`src/rtl/rr_arb_mux_pkg.sv`:
```
// Shared types and limits for the round-robin arbitrating mux.
// The lock-state enum is used only when RR_ARB_MUX_LOCK_EN is defined.
package rr_arb_mux_pkg;

  localparam int N_IN_MAX = 16;

  typedef enum logic {
    IDLE   = 1'b0,
    LOCKED = 1'b1
  } lock_state_t;

endpackage

```
`src/rtl/rr_arb_mux_if.sv`:
```
// Handshake bundle between N_IN producers, the arbitrating mux and one consumer.
// slave is the mux side; master is the traffic (producer/consumer) side.
interface rr_arb_mux_if #(
  parameter int WIDTH = 32,
  parameter int N_IN  = 4,
  parameter int SEL_W = $clog2(N_IN)
);
  logic [N_IN-1:0]       in_valid;
  logic [N_IN*WIDTH-1:0] in_data;
  logic [N_IN-1:0]       in_last;
  logic [N_IN-1:0]       in_ready;
  logic                  out_valid;
  logic                  out_ready;
  logic [WIDTH-1:0]      out_data;
  logic [SEL_W-1:0]      out_sel;

  modport slave (
    input  in_valid, in_data, in_last, out_ready,
    output in_ready, out_valid, out_data, out_sel
  );

  modport master (
    output in_valid, in_data, in_last, out_ready,
    input  in_ready, out_valid, out_data, out_sel
  );
endinterface

```
`src/rtl/rr_arbiter.sv`:
```
// Round-robin grant: first requester at or above i_ptr, wrapping around.
// Purely combinational; produces a one-hot grant and its binary index.
module rr_arbiter #(
  parameter int N_IN  = 4,
  parameter int SEL_W = $clog2(N_IN)
) (
  input  logic [SEL_W-1:0] i_ptr,
  input  logic [N_IN-1:0]  i_valid,
  output logic [N_IN-1:0]  o_grant,
  output logic [SEL_W-1:0] o_idx,
  output logic             o_any
);

  int w_cand;

  always_comb begin
    // NOTE: every output gets a default before the search loop so no path
    // leaves a value unassigned, which would otherwise infer a latch.
    o_grant = '0;
    o_idx   = '0;
    o_any   = 1'b0;
    w_cand  = 0;
    for (int k = 0; k < N_IN; k++) begin
      w_cand = int'(i_ptr) + k;
      if (w_cand >= N_IN) w_cand = w_cand - N_IN;
      if (!o_any && i_valid[w_cand]) begin
        o_any            = 1'b1;
        o_grant[w_cand]  = 1'b1;
        o_idx            = SEL_W'(w_cand);
      end
    end
  end

endmodule

```
`src/rtl/rr_arb_mux.sv`:
```
// Round-robin N_IN:1 mux with a single registered output stage (1-cycle latency).
// Define RR_ARB_MUX_LOCK_EN to hold the grant on one channel until in_last.
module rr_arb_mux
  import rr_arb_mux_pkg::*;
#(
  parameter int WIDTH = 32,
  parameter int N_IN  = 4,
  parameter int SEL_W = $clog2(N_IN)
) (
  input logic         clk,
  input logic         rst_n,
  rr_arb_mux_if.slave bus
);

  if (N_IN < 2 || N_IN > N_IN_MAX) begin : g_bad_n_in
    $error("rr_arb_mux: N_IN out of range");
  end

  logic [SEL_W-1:0] r_ptr;
  logic             r_out_valid;
  logic [WIDTH-1:0] r_out_data;
  logic [SEL_W-1:0] r_out_sel;

  logic [N_IN-1:0]  w_arb_valid;
  logic [N_IN-1:0]  w_grant;
  logic [SEL_W-1:0] w_idx;
  logic [SEL_W-1:0] w_next_ptr;
  logic             w_any;
  logic             w_load;
  logic             w_in_xfer;
  logic             w_ptr_adv;
  logic [WIDTH-1:0] w_sel_data;

  rr_arbiter #(
    .N_IN  (N_IN),
    .SEL_W (SEL_W)
  ) u_arbiter (
    .i_ptr   (r_ptr),
    .i_valid (w_arb_valid),
    .o_grant (w_grant),
    .o_idx   (w_idx),
    .o_any   (w_any)
  );

  // The output register can take a beat when empty or draining this cycle.
  assign w_load       = ~r_out_valid | bus.out_ready;
  assign w_in_xfer    = rst_n & w_load & w_any;
  assign bus.in_ready = (rst_n & w_load) ? w_grant : '0;
  assign w_next_ptr   = (w_idx == SEL_W'(N_IN - 1)) ? '0 : w_idx + 1'b1;

  always_comb begin
    w_sel_data = '0;
    for (int i = 0; i < N_IN; i++) begin
      if (w_grant[i]) w_sel_data = bus.in_data[i*WIDTH +: WIDTH];
    end
  end

`ifdef RR_ARB_MUX_LOCK_EN
  lock_state_t      r_lock_state;
  logic [SEL_W-1:0] r_lock_ch;
  logic [N_IN-1:0]  w_lock_mask;

  assign w_lock_mask = {{(N_IN-1){1'b0}}, 1'b1} << r_lock_ch;
  assign w_arb_valid = (r_lock_state == LOCKED) ? (bus.in_valid & w_lock_mask)
                                                : bus.in_valid;
  // ptr only moves once a burst (or a single last-flagged beat) completes.
  assign w_ptr_adv   = bus.in_last[w_idx];

  always_ff @(posedge clk) begin
    if (!rst_n) begin
      r_lock_state <= IDLE;
      r_lock_ch    <= '0;
    end else if (w_in_xfer) begin
      if (r_lock_state == IDLE) begin
        if (!bus.in_last[w_idx]) begin
          r_lock_state <= LOCKED;
          r_lock_ch    <= w_idx;
        end
      end else if (bus.in_last[w_idx]) begin
        r_lock_state <= IDLE;
      end
    end
  end
`else
  logic w_unused_last;

  assign w_unused_last = ^bus.in_last;
  assign w_arb_valid   = bus.in_valid;
  assign w_ptr_adv     = 1'b1;
`endif

  always_ff @(posedge clk) begin
    // NOTE: state registers use non-blocking assignments so every register
    // samples pre-edge values, independent of statement order.
    if (!rst_n) begin
      r_out_valid <= 1'b0;
      r_out_data  <= '0;
      r_out_sel   <= '0;
      r_ptr       <= '0;
    end else begin
      if (w_in_xfer) begin
        r_out_valid <= 1'b1;
        r_out_data  <= w_sel_data;
        r_out_sel   <= w_idx;
        if (w_ptr_adv) r_ptr <= w_next_ptr;
      end else if (bus.out_ready) begin
        r_out_valid <= 1'b0;
      end
    end
  end

  assign bus.out_valid = r_out_valid;
  assign bus.out_data  = r_out_data;
  assign bus.out_sel   = r_out_sel;

endmodule

```
`src/flat_wrapper.sv`:
```
// flat-port wrapper written by rule: the top's interface ports become plain ports
module rr_arb_mux_flat import rr_arb_mux_pkg::*;
#(
  parameter int WIDTH = 32,
  parameter int N_IN  = 4,
  parameter int SEL_W = $clog2(N_IN)
)
  (clk, rst_n, bus_in_valid, bus_in_data, bus_in_last, bus_out_ready, bus_in_ready, bus_out_valid, bus_out_data, bus_out_sel);
  rr_arb_mux_if #(.WIDTH(WIDTH), .N_IN(N_IN), .SEL_W(SEL_W)) bus_i ();
  input logic clk;
  input logic rst_n;
  input wire logic [$bits(bus_i.in_valid)-1:0] bus_in_valid;
  input wire logic [$bits(bus_i.in_data)-1:0] bus_in_data;
  input wire logic [$bits(bus_i.in_last)-1:0] bus_in_last;
  input wire logic [$bits(bus_i.out_ready)-1:0] bus_out_ready;
  output wire logic [$bits(bus_i.in_ready)-1:0] bus_in_ready;
  output wire logic [$bits(bus_i.out_valid)-1:0] bus_out_valid;
  output wire logic [$bits(bus_i.out_data)-1:0] bus_out_data;
  output wire logic [$bits(bus_i.out_sel)-1:0] bus_out_sel;
  assign bus_i.in_valid = bus_in_valid;
  assign bus_i.in_data = bus_in_data;
  assign bus_i.in_last = bus_in_last;
  assign bus_i.out_ready = bus_out_ready;
  assign bus_in_ready = bus_i.in_ready;
  assign bus_out_valid = bus_i.out_valid;
  assign bus_out_data = bus_i.out_data;
  assign bus_out_sel = bus_i.out_sel;
  rr_arb_mux #(.WIDTH(WIDTH), .N_IN(N_IN), .SEL_W(SEL_W)) u_core (.clk(clk), .rst_n(rst_n), .bus(bus_i));
endmodule
```
`config.mk`:
```
export PLATFORM = sky130hd
export DESIGN_NAME = rr_arb_mux_flat
export DESIGN_NICKNAME = d
export VERILOG_FILES = /design/src/rtl/rr_arb_mux_pkg.sv /design/src/rtl/rr_arb_mux_if.sv /design/src/rtl/rr_arbiter.sv /design/src/rtl/rr_arb_mux.sv /design/src/flat_wrapper.sv
export SDC_FILE = /design/constraint.sdc
export NUM_CORES = 1
export LEC_CHECK = 0
export CAP_MARGIN = 5
export CORE_UTILIZATION = 44
export DETAILED_ROUTE_END_ITERATION = 12
export GPL_TIMING_DRIVEN = 0
export PLACE_DENSITY = 0.84
export SLEW_MARGIN = 40
export SYNTH_ARGS = -nofsm -noshare
export SYNTH_HDL_FRONTEND = slang
export SYNTH_SLANG_ARGS = --single-unit
```
`constraint.sdc`:
```
create_clock -name clk -period 7.7 [get_ports clk]
set_input_delay 1.54 -clock clk [delete_from_list [all_inputs] [get_ports clk]]
set_output_delay 1.54 -clock clk [all_outputs]
set_load 0.02 [all_outputs]
```
Word level (Yosys, flattened, before mapping) --
Index checks and enable logic that the tools add are counted.
Storage, ports and cells: logic and storage cells 87, output and inout port bits 39, input port bits 139, register bits 37
Operators by class: reduce and logical (&&, ||, !) cells 11, equal/unequal tests 1, add/sub/neg operators 8, bitwise gates (word level) 7, multiplexer cells 44, order comparisons 12
Operators by type and width (count):
- $mux 32 | 8
- $ge 32x1->1 const B | 4
- $lt 32x4->1 const B | 4
- $mux 4 | 5
- $mux 1 | 18
- $or 4x4->4 | 3
- $sub 3x3->4 const B | 3
- $mux 2 | 5
- $ge 3x3->1 const B | 3
- $bmux 1 s2 | 4
- $demux 1 s2 | 4
- $logic_and 1x1->1 | 7
- $add 2x2->3 const B | 2
- $sub 2x3->4 const B | 1
- $add 2x1->3 const B | 1
- $ge 2x3->1 const B | 1
- $logic_not 1->1 | 3
- $add 2x1->2 const B | 1
- $and 1x1->1 | 2
- $eq 2x2->1 const B | 1
- $reduce_bool 2->1 | 1
- $not 1->1 | 1
- $or 1x1->1 | 1

Logic depth before layout (Yosys ltp) --
Gate-level depths: netlist of the first run.
depth in word-level cells 19, mapped depth 13, mapped depth without buffers 9

By module --
From an unflattened synthesis of the first run, not the netlist that was laid out.
Second synthesis, totals: cell total of the unflattened synthesis 381, area, all modules 3304.4 um2
By module, submodules not included:
- rr_arb_mux | sequential area each 740.7 um2, area each 2844.0 um2, cells each 333, instances 1
- rr_arbiter | sequential area each 0.0 um2, area each 460.4 um2, cells each 48, instances 1

Worst setup path after synthesis of the first run --
OpenSTA, ideal clock, no wires.
path type input port to output port, from input port bus_in_valid[2], to output port bus_in_ready[3], required time 6.160 ns, path slack 2.860 ns, arrival time 3.300 ns, stages 8, path through buf_2 > or4_1 > a21o_2 > nand2_1 > a221o_1 > buf_2 > buf_6 > nor2b_1
On the way: longest elaborated chain between the ends 14, elaborated cells between the ends (all ways) 29, those cells by class mux: 20; bitwise: 3; reduce/logical: 6
Ends and longest elaborated chain:
- from (decl) | RTL line flat_wrapper.sv:12 | input wire logic [$bits(bus_i.in_valid)-1:0] bus_in_valid;
- $bmux 1 s2 | RTL line rr_arbiter.sv:26 | if (!o_any && i_valid[w_cand]) begin
- $mux 1 (not written as such) (2 in series) | RTL line rr_arbiter.sv:26
- $mux 1 | RTL line rr_arbiter.sv:26
- $logic_not 1->1 | RTL line rr_arbiter.sv:26
- $logic_and 1x1->1 | RTL line rr_arbiter.sv:26
- $mux 1 | RTL line rr_arbiter.sv:26
- $logic_not 1->1 | RTL line rr_arbiter.sv:26
- $logic_and 1x1->1 | RTL line rr_arbiter.sv:26
- $mux 1 | RTL line rr_arbiter.sv:26
- $logic_not 1->1 | RTL line rr_arbiter.sv:26
- $logic_and 1x1->1 | RTL line rr_arbiter.sv:26
- $mux 4 (*) | RTL line rr_arbiter.sv:26
- $mux 4 (*) | RTL line rr_arb_mux.sv:48 | assign bus.in_ready = (rst_n & w_load) ? w_grant : '0;
- to (decl) | RTL line flat_wrapper.sv:16 | output wire logic [$bits(bus_i.in_ready)-1:0] bus_in_ready;
Mark *: on every way between the ends. The rest lies on a longest branch, timed or not. The select of a mux whose other input is x is not followed.

Final worst setup path of the first run --
from input port bus_in_valid[1], to output port bus_in_ready[1]
Same word-level chain as after synthesis.

==> results of run 1 <==
## metrics by stage
| stage | hold WS, ns | area (um2) | utilization [%] | power (W) | setup slack, ns |
|---|---|---|---|---|---|
| after floorplan | 0.5386 | 3521 | - | 0.001340 | 2.860 |
| after global placement | 0.4520 | 5380 | 69.62 | 0.001719 | 1.836 |
| after detailed placement | 0.4575 | 5380 | 69.62 | 0.001749 | 1.804 |
| after CTS | 0.4677 | 5466 | 70.74 | 0.001890 | 1.781 |
| after global routing | 0.4987 | 5466 | 70.74 | 0.002031 | 1.603 |
| final | 0.4670 | 5466 | 70.74 | 0.001893 | 1.790 |
## cell usage after synthesis (3+ instances only)
master / instances
clkbuf_4: 3
o211ai_1: 3
o21ai_0: 34
buf_6: 14
nor2_1: 42
clkbuf_1: 18
dfxtp_1: 37
nand3_1: 65
o311ai_2: 31
nand2_1: 15
and3_1: 32
dlygate4sd3_1: 3
ha_1: 6
inv_1: 4
o211ai_2: 30
a21oi_1: 4
a21boi_0: 3
buf_2: 8
nor2b_1: 7
mux2i_1: 3
nand2b_1: 3
mux4_2: 3
## layer usage
| metal | track usage, % | vias to the layer above | wire length (um) | share of wire, % |
|---|---|---|---|---|
| met2 | 50.75 | 154 | 5998 | 50 |
| met3 | 3.936 | 22 | 749 | 6.2 |
| met5 | 0 | - | 0 | 0 |
| met4 | 9.656 | 0 | 308 | 2.6 |
| li1 | - | 1903 | - | - |
| met1 | 35.61 | 1835 | 4974 | 41 |
## cell type report
type	count	area [um2]
multi-input combinational	317	2421
clock buffer	5	68.82
clock inverter	3	17.52
sequential	37	740.7
timing repair buffer	173	1732
tap	102	127.6
inverter	5	18.77
buffer	48	340.3
fill	639	2261
## state kept, by name, summed over array words and instances (netlist names), named ones only
name                  cells
u_core.bus.out_data      32
u_core.bus.out_sel        2
u_core.bus.out_valid      1
u_core.r_ptr              1
## report_power, final
group	total, W	internal, W	switching [W]
Sequential	0.000303	0.000263	0.0000402
Combinational	0.00145	0.000676	0.000775
Clock	0.000140	0.0000626	0.0000772
## how the worst max path moves through the flow
stage,startpoint,end,slack (ns),cells after the start
after floorplan,bus_in_valid[2],bus_in_ready[3],2.86,8
after global placement,bus_in_valid[1],bus_in_ready[3],1.84,11
after detailed placement,bus_in_valid[1],bus_in_ready[1],1.80,10
after CTS,bus_in_valid[1],bus_in_ready[1],1.78,10
after global routing,bus_in_valid[1],bus_in_ready[1],1.60,10
final,bus_in_valid[1],bus_in_ready[1],1.79,10
## worst max-delay path, delay by kind of cell
family | cells | cell delay (ns)
compound gates | 2 | 0.62
simple gates | 4 | 0.65
buf+inv | 4 | 1.56
## cell families after synthesis
group / count (synthesis) / synth area share (%)
AO/OA/AOI/OAI: 126 / 37.70
XOR/XNOR: 1 / 0.2488
adder cells (fa/ha/maj): 6 / 2.132
buffers and inverters: 53 / 10.20
flip-flops: 37 / 21.04
multiplexers: 6 / 2.772
AND/OR/NAND/NOR: 178 / 25.91
==> impl_metrics.tcl, run 1 <==
set metrics [dict create \
    status "complete, no violations" \
    vias 3914 \
    gr-total-overflow 0 \
    hp-start "u_core.bus.out_sel[1]$_SDFFE_PN0P_" \
    holdBufCountCts 0 \
    ant_nets 0 \
    netlist_area_um2 3521 \
    min_path_type "reg2reg" \
    crit_arrival_ns 4.37 \
    maxCapViolCount 0 \
    cts_resized 0 \
    endpoint_kind "output port" \
    cp_slowest_cell "clkdlybuf4s50_1" \
    dieArea_um2 8364 \
    synth_top_area_share_pct 21.04 \
    finalSetupViolCount 0 \
    grt_pass1_vias 3943 \
    worstSetupStartpointType "input port" \
    syn_area_per_cell_um2 8.651 \
    cts_buffer_depth 2 \
    cts-root-buf "clkbuf_8" \
    synth.top_cells.by_area "dfxtp_1, o311ai_2, o211ai_2" \
    antenna_cells 0 \
    crit_type "in2out" \
    reg2reg_depth 12 \
    drt_wl_total_um 12030 \
    io_pins 178 \
    skew_ns 0.01411 \
    antenna_found_initial 0 \
    leakage_nw 1.900 \
    tightest_slew_ns 0.6890 \
    clock_sink_count 37 \
    ys.flop_type "dfxtp_1" \
    grt_max_degree 13 \
    cp_max_fo 10 \
    final_common_cell "clkdlybuf4s50_1" \
    firstDrtPassIters 4 \
    drive_above_1_share_pct 19.56 \
    syn_inst 407 \
    slew_viol_final 0 \
    insertion_delay_ns 0.30 \
    synthArstFlopShare_pct 0 \
    layout_common_cells "clkdlybuf4s50_1, nand3_1, nor2_1" \
    numPortBuffers 173 \
    start_util_pct 45.56 \
    timing.final.crit_period_ns 5.910 \
    synth_edf_count 0 \
    synth_cell_types 57 \
    routed_via_density 5.672 \
    path_clk_slew_ns 0.07 \
    r2r_slack_ns 4.25 \
    seq_area_frac_synth_pct 21.04 \
    route.detailed.drc 0 \
    routabilityCongestion 0.8955 \
    fin_tns_setup_ns 0 \
    min_to "u_core.bus.out_sel[1]$_SDFFE_PN0P_" \
    slew_headroom_pct 53.64 \
    cp_cell_sequence "clkdlybuf4s50_1 -> buf_2 -> nand2_1 -> or4_1 -> a21o_2 -> a21boi_2 -> buf_2 -> nor2_1 -> nor2_1 -> clkdlybuf4s50_1" \
    dp_cells 682 \
    hold_path_depth 2 \
    rsz0062_at_grt "false" \
    max_freq_mhz 169.2 \
    yosysTopAreaCell "dfxtp_1" \
    htree_levels 2 \
    powerDensity_nw_per_um2 346.4 \
    area_growth_pct 55.26 \
    coreArea_um2 7727 \
    drtIter0Drc 132 \
    die_x_um 91.46 \
    detail_route.wl_per_cell_um 17.43 \
    critical-path-max-stage-delay_ns 0.61 \
    cts_tree "done" \
    post_cts_buffers 0 \
    rr_endpoint "u_core.bus.out_data[5]$_SDFFE_PN0P_" \
    fin_cells 690 \
    die_h_um 91.46 \
    cts_made_buffers 5 \
    grt_pass1_wl_um 19310 \
    cp.required_ns 6.16 \
    synth_seq_cells 37 \
    hold_viol 0 \
    row_count 32 \
    period_share_pct 76.76 \
    synth-warning-count 0 \
    dp_hpwl_um 9296 \
    nNetsFinal 732 \
    vdd_ir_drop_max_mv 0.1797 \
    grt_usage_pct 28.76 \
    synth_nets 552 \
]
Power figures use the tool's default switching activity.
==> run 2: changes to the inputs <==
Settings changed: CORE_UTILIZATION 44 to 41, PLACE_DENSITY 0.84 to 0.79.
Clock period 7.7 ns to 5.7 ns, I/O delays scaled along.
==> impl_metrics.tcl, run 2 (synthesis results as in run 1) <==
set metrics [dict create \
    cp_max_fo 10 \
    routabilityCongestion 0.8745 \
    drive_above_1_share_pct 19.56 \
    cts_made_buffers 5 \
    detail_route.wl_per_cell_um 17.90 \
    cts-root-buf "clkbuf_8" \
    period_share_pct 90.03 \
    worstSetupStartpointType "input port" \
    grt_max_degree 13 \
    firstDrtPassIters 4 \
    max_freq_mhz 194.9 \
    crit_arrival_ns 3.99 \
    numPortBuffers 173 \
    skew_ns 0.007653 \
    endpoint_kind "output port" \
    coreArea_um2 8258 \
    routed_via_density 5.657 \
    row_count 33 \
    drtIter0Drc 104 \
    vdd_ir_drop_max_mv 0.2708 \
    antenna_found_initial 0 \
    post_cts_buffers 0 \
    hold_viol 0 \
    min_path_type "reg2reg" \
    rsz0062_at_grt "false" \
    start_util_pct 42.64 \
    cts_buffer_depth 2 \
    dp_hpwl_um 9503 \
    cp.required_ns 4.56 \
    io_pins 178 \
    dieArea_um2 8962 \
    layout_common_cells "clkdlybuf4s50_1, nand3_1, nor2_1" \
    status "complete, no violations" \
    die_h_um 94.67 \
    cts_resized 0 \
    tightest_slew_ns 0.5435 \
    n_fill_cell 740 \
    antenna_cells 0 \
    largest_register_ffs 32 \
    grt_pass1_wl_um 18950 \
    slew_headroom_pct 63.77 \
    dp_cells 685 \
    fin_cells 693 \
    gr-total-overflow 0 \
    final_common_cell "clkdlybuf4s50_1" \
    vias 3920 \
    clock_sink_count 37 \
    route.detailed.drc 0 \
    timing.final.crit_period_ns 5.132 \
    finalSetupViolCount 0 \
    drt_wl_total_um 12400 \
    ant_nets 0 \
    insertion_delay_ns 0.29 \
    nNetsFinal 732 \
    slew_viol_final 0 \
    grt_pass1_vias 3911 \
    path_clk_slew_ns 0.07 \
    holdBufCountCts 0 \
    powerDensity_nw_per_um2 469.6 \
    maxCapViolCount 0 \
    fin_tns_setup_ns 0 \
    grt_usage_pct 27.07 \
    leakage_nw 1.900 \
    crit_type "in2out" \
    htree_levels 2 \
    area_growth_pct 55.37 \
    cts_tree "done" \
    die_x_um 94.67 \
]
[run 2: metal layers]
metal | up-vias | track usage [%] | part of all wire [%]
li1 | 1903 | - | -
met1 | 1846 | 33.92 | 43
met2 | 155 | 48.02 | 49
met3 | 16 | 3.140 | 5.6
met4 | 0 | 8.460 | 1.9
met5 | - | 0 | 0
[run 2: metrics by stage]
| step | instance area, um2 | hold slack, ns | total power (W) | worst slack (ns) | util (%) |
|---|---|---|---|---|---|
| after floorplan | 3521 | 0.5386 | 0.001810 | 1.660 | - |
| after global placement | 5384 | 0.4548 | 0.002331 | 0.6318 | 65.20 |
| after detailed placement | 5384 | 0.4685 | 0.002380 | 0.5731 | 65.20 |
| after CTS | 5470 | 0.4786 | 0.002564 | 0.5738 | 66.24 |
| after global routing | 5470 | 0.4918 | 0.002754 | 0.4403 | 66.24 |
| final | 5470 | 0.4754 | 0.002569 | 0.5684 | 66.24 |
[run 2: report_power, final]
group,switching (W),internal (W)
clock,0.000100,0.0000845
sequential,0.0000563,0.000355
combinational,0.00106,0.000912
total,0.00122,0.00135
[run 2: area by class of cell]
class,instances,area [um2],area share (%)
inverter,5,18.77,0.3431
multi-input combinational,317,2421,44.26
buffer,48,340.3,6.221
clock buffer,5,68.82,1.258
clock inverter,3,17.52,0.3202
sequential,37,740.7,13.54
tap,105,131.4,2.402
timing repair buffer,173,1732,31.66
[run 2: final timing paths]
path,startpoint,endpoint,slack (ns),cells past startpoint
min,u_core.bus.out_sel[1]$_SDFFE_PN0P_,u_core.bus.out_sel[1]$_SDFFE_PN0P_,0.48,2
min reg2reg,u_core.bus.out_sel[1]$_SDFFE_PN0P_,u_core.bus.out_sel[1]$_SDFFE_PN0P_,0.48,2
max,bus_in_valid[1],bus_in_ready[3],0.57,11
max reg2reg,flip-flop,u_core.bus.out_data[6]$_SDFFE_PN0P_,2.24,12
[run 2: worst max-delay path: stages]
cell	delay [ns]
clkdlybuf4s50_1	0.46
buf_2	0.20
nand2_1	0.09
or4_1	0.42
a21o_2	0.29
nand2_1	0.12
a221o_1	0.15
buf_2	0.19
buf_6	0.17
nor2b_1	0.14
clkdlybuf4s50_1	0.61
==> run 3: changes to the inputs <==
Settings changed: CORE_MARGIN set to 5, CTS_CLUSTER_DIAMETER set to 40, SKIP_LAST_GASP set to 1.
==> impl_metrics.tcl, run 3 (synthesis results as in run 1) <==
set metrics [dict create \
    status "complete, no violations" \
    min_path_type "reg2reg" \
    grt_pass1_vias 4019 \
    ant_nets 0 \
    cts_tree "done" \
    maxCapViolCount 0 \
    insertion_delay_ns 0.29 \
    die_h_um 102.7 \
    rr_endpoint "u_core.bus.out_data[5]$_SDFFE_PN0P_" \
    cts-root-buf "clkbuf_8" \
    finalSetupViolCount 0 \
    antenna_cells 0 \
    crit_arrival_ns 4.01 \
    drt_wl_total_um 13010 \
    routabilityCongestion 0.8443 \
    vias 3948 \
    start_util_pct 42.42 \
    startpoint "bus_in_valid[1]" \
    multi_input_area_um2 2421 \
    post_cts_buffers 0 \
    numPortBuffers 173 \
    clock_sink_count 37 \
    timing.final.crit_period_ns 5.146 \
    io_pins 178 \
    holdBufCountCts 0 \
    nNetsFinal 732 \
    skew_ns 0.007269 \
    tightest_slew_ns 0.6105 \
    drtIter0Drc 115 \
    rsz0062_at_grt "false" \
    coreArea_um2 8299 \
    cp_max_fo 10 \
    layout_common_cells "clkdlybuf4s50_1, nand3_1, nor2_1" \
    detail_route.wl_per_cell_um 18.78 \
    cts_resized 0 \
    die_x_um 102.7 \
    route.detailed.drc 0 \
    dp_hpwl_um 10100 \
    finish.instance_area_um2 5500 \
    cp-endpoint "bus_in_ready[1]" \
    hold_viol 0 \
    vdd_ir_drop_max_mv 0.2175 \
    firstDrtPassIters 4 \
    ff_latch_area_um2 740.7 \
    final_common_cell "clkdlybuf4s50_1" \
    gr-total-overflow 0 \
    antenna_found_initial 0 \
    powerDensity_nw_per_um2 477.5 \
    endpoint_kind "output port" \
    slew_viol_final 0 \
    grt_max_degree 12 \
    cts_buffer_depth 2 \
    n_fill_cell 714 \
    cp.required_ns 4.56 \
    area_growth_pct 56.22 \
    largest_register_ffs 32 \
    placed_area_um2 5384 \
    drive_above_1_share_pct 19.39 \
    grt_pass1_wl_um 19990 \
    leakage_nw 1.915 \
    fin_tns_setup_ns 0 \
    routed_via_density 5.697 \
    period_share_pct 90.29 \
    cts_made_buffers 5 \
    row_count 33 \
    dieArea_um2 10540 \
    reg2reg_depth 12 \
    slew_headroom_pct 58.93 \
    max_freq_mhz 194.3 \
    crit_type "in2out" \
    grt_usage_pct 23.70 \
    r2r_slack_ns 2.23 \
    worstSetupStartpointType "input port" \
    htree_levels 2 \
    path_clk_slew_ns 0.07 \
]
run 3: worst min-delay path by stage:
stage	end	slack, ns	from	depth (start not counted)
2_1_floorplan	u_core.bus.out_sel[0]$_SDFFE_PN0P_	0.54	u_core.bus.out_sel[0]$_SDFFE_PN0P_	2
3_3_place_gp	u_core.bus.out_sel[1]$_SDFFE_PN0P_	0.45	u_core.bus.out_sel[1]$_SDFFE_PN0P_	2
3_5_place_dp	u_core.bus.out_sel[1]$_SDFFE_PN0P_	0.46	u_core.bus.out_sel[1]$_SDFFE_PN0P_	2
4_1_cts	u_core.bus.out_sel[1]$_SDFFE_PN0P_	0.47	u_core.bus.out_sel[1]$_SDFFE_PN0P_	2
5_1_grt	u_core.bus.out_sel[0]$_SDFFE_PN0P_	0.50	u_core.bus.out_sel[0]$_SDFFE_PN0P_	2
6_report	u_core.bus.out_sel[1]$_SDFFE_PN0P_	0.47	u_core.bus.out_sel[1]$_SDFFE_PN0P_	2
run 3: worst max-delay path, stage by stage:
cell             delay (ns)
clkdlybuf4s50_1        0.47
buf_2                  0.20
nand2_1                0.10
or4_1                  0.42
a21o_2                 0.29
a21boi_2               0.33
buf_2                  0.27
nor2_1                 0.07
nor2_1                 0.10
clkdlybuf4s50_1        0.61
run 3: area by class of cell:
| type | count | share of cell area (%) |
|---|---|---|
| Multi-Input combinational cell | 317 | 44.02 |
| Timing Repair Buffer | 173 | 31.48 |
| Sequential cell | 37 | 13.47 |
| Buffer | 48 | 6.187 |
| Tap cell | 105 | 2.389 |
| Clock buffer | 7 | 1.570 |
| Clock inverter | 1 | 0.5460 |
| Inverter | 5 | 0.3412 |
run 3: through the flow:
step                      total power (W)  setup slack [ns]  cells  hold WS [ns]  util [%]
after global routing             0.002805            0.4391    693        0.5045     66.27
after CTS                        0.002625            0.5593    693        0.4676     66.27
final                            0.002626            0.5537    693        0.4651     66.27
after floorplan                  0.001810             1.660    407        0.5386         -
after global placement           0.002330            0.6264    685        0.4512     64.87
after detailed placement         0.002383            0.5754    685        0.4580     64.87
run 3: metal layers:
layer	part of all wire (%)	vias up	global-route usage [%]
li1	-	1901	-
met1	40	1841	28.91
met2	49	184	42.11
met3	8.3	22	4.668
met4	2.2	0	6.862
met5	0	-	0
run 3: where the power goes:
part | switching [W] | internal [W] | total (W)
registers | 0.0000547 | 0.000355 | 0.000409
logic | 0.00106 | 0.000912 | 0.00198
clock network | 0.0000987 | 0.000143 | 0.000242
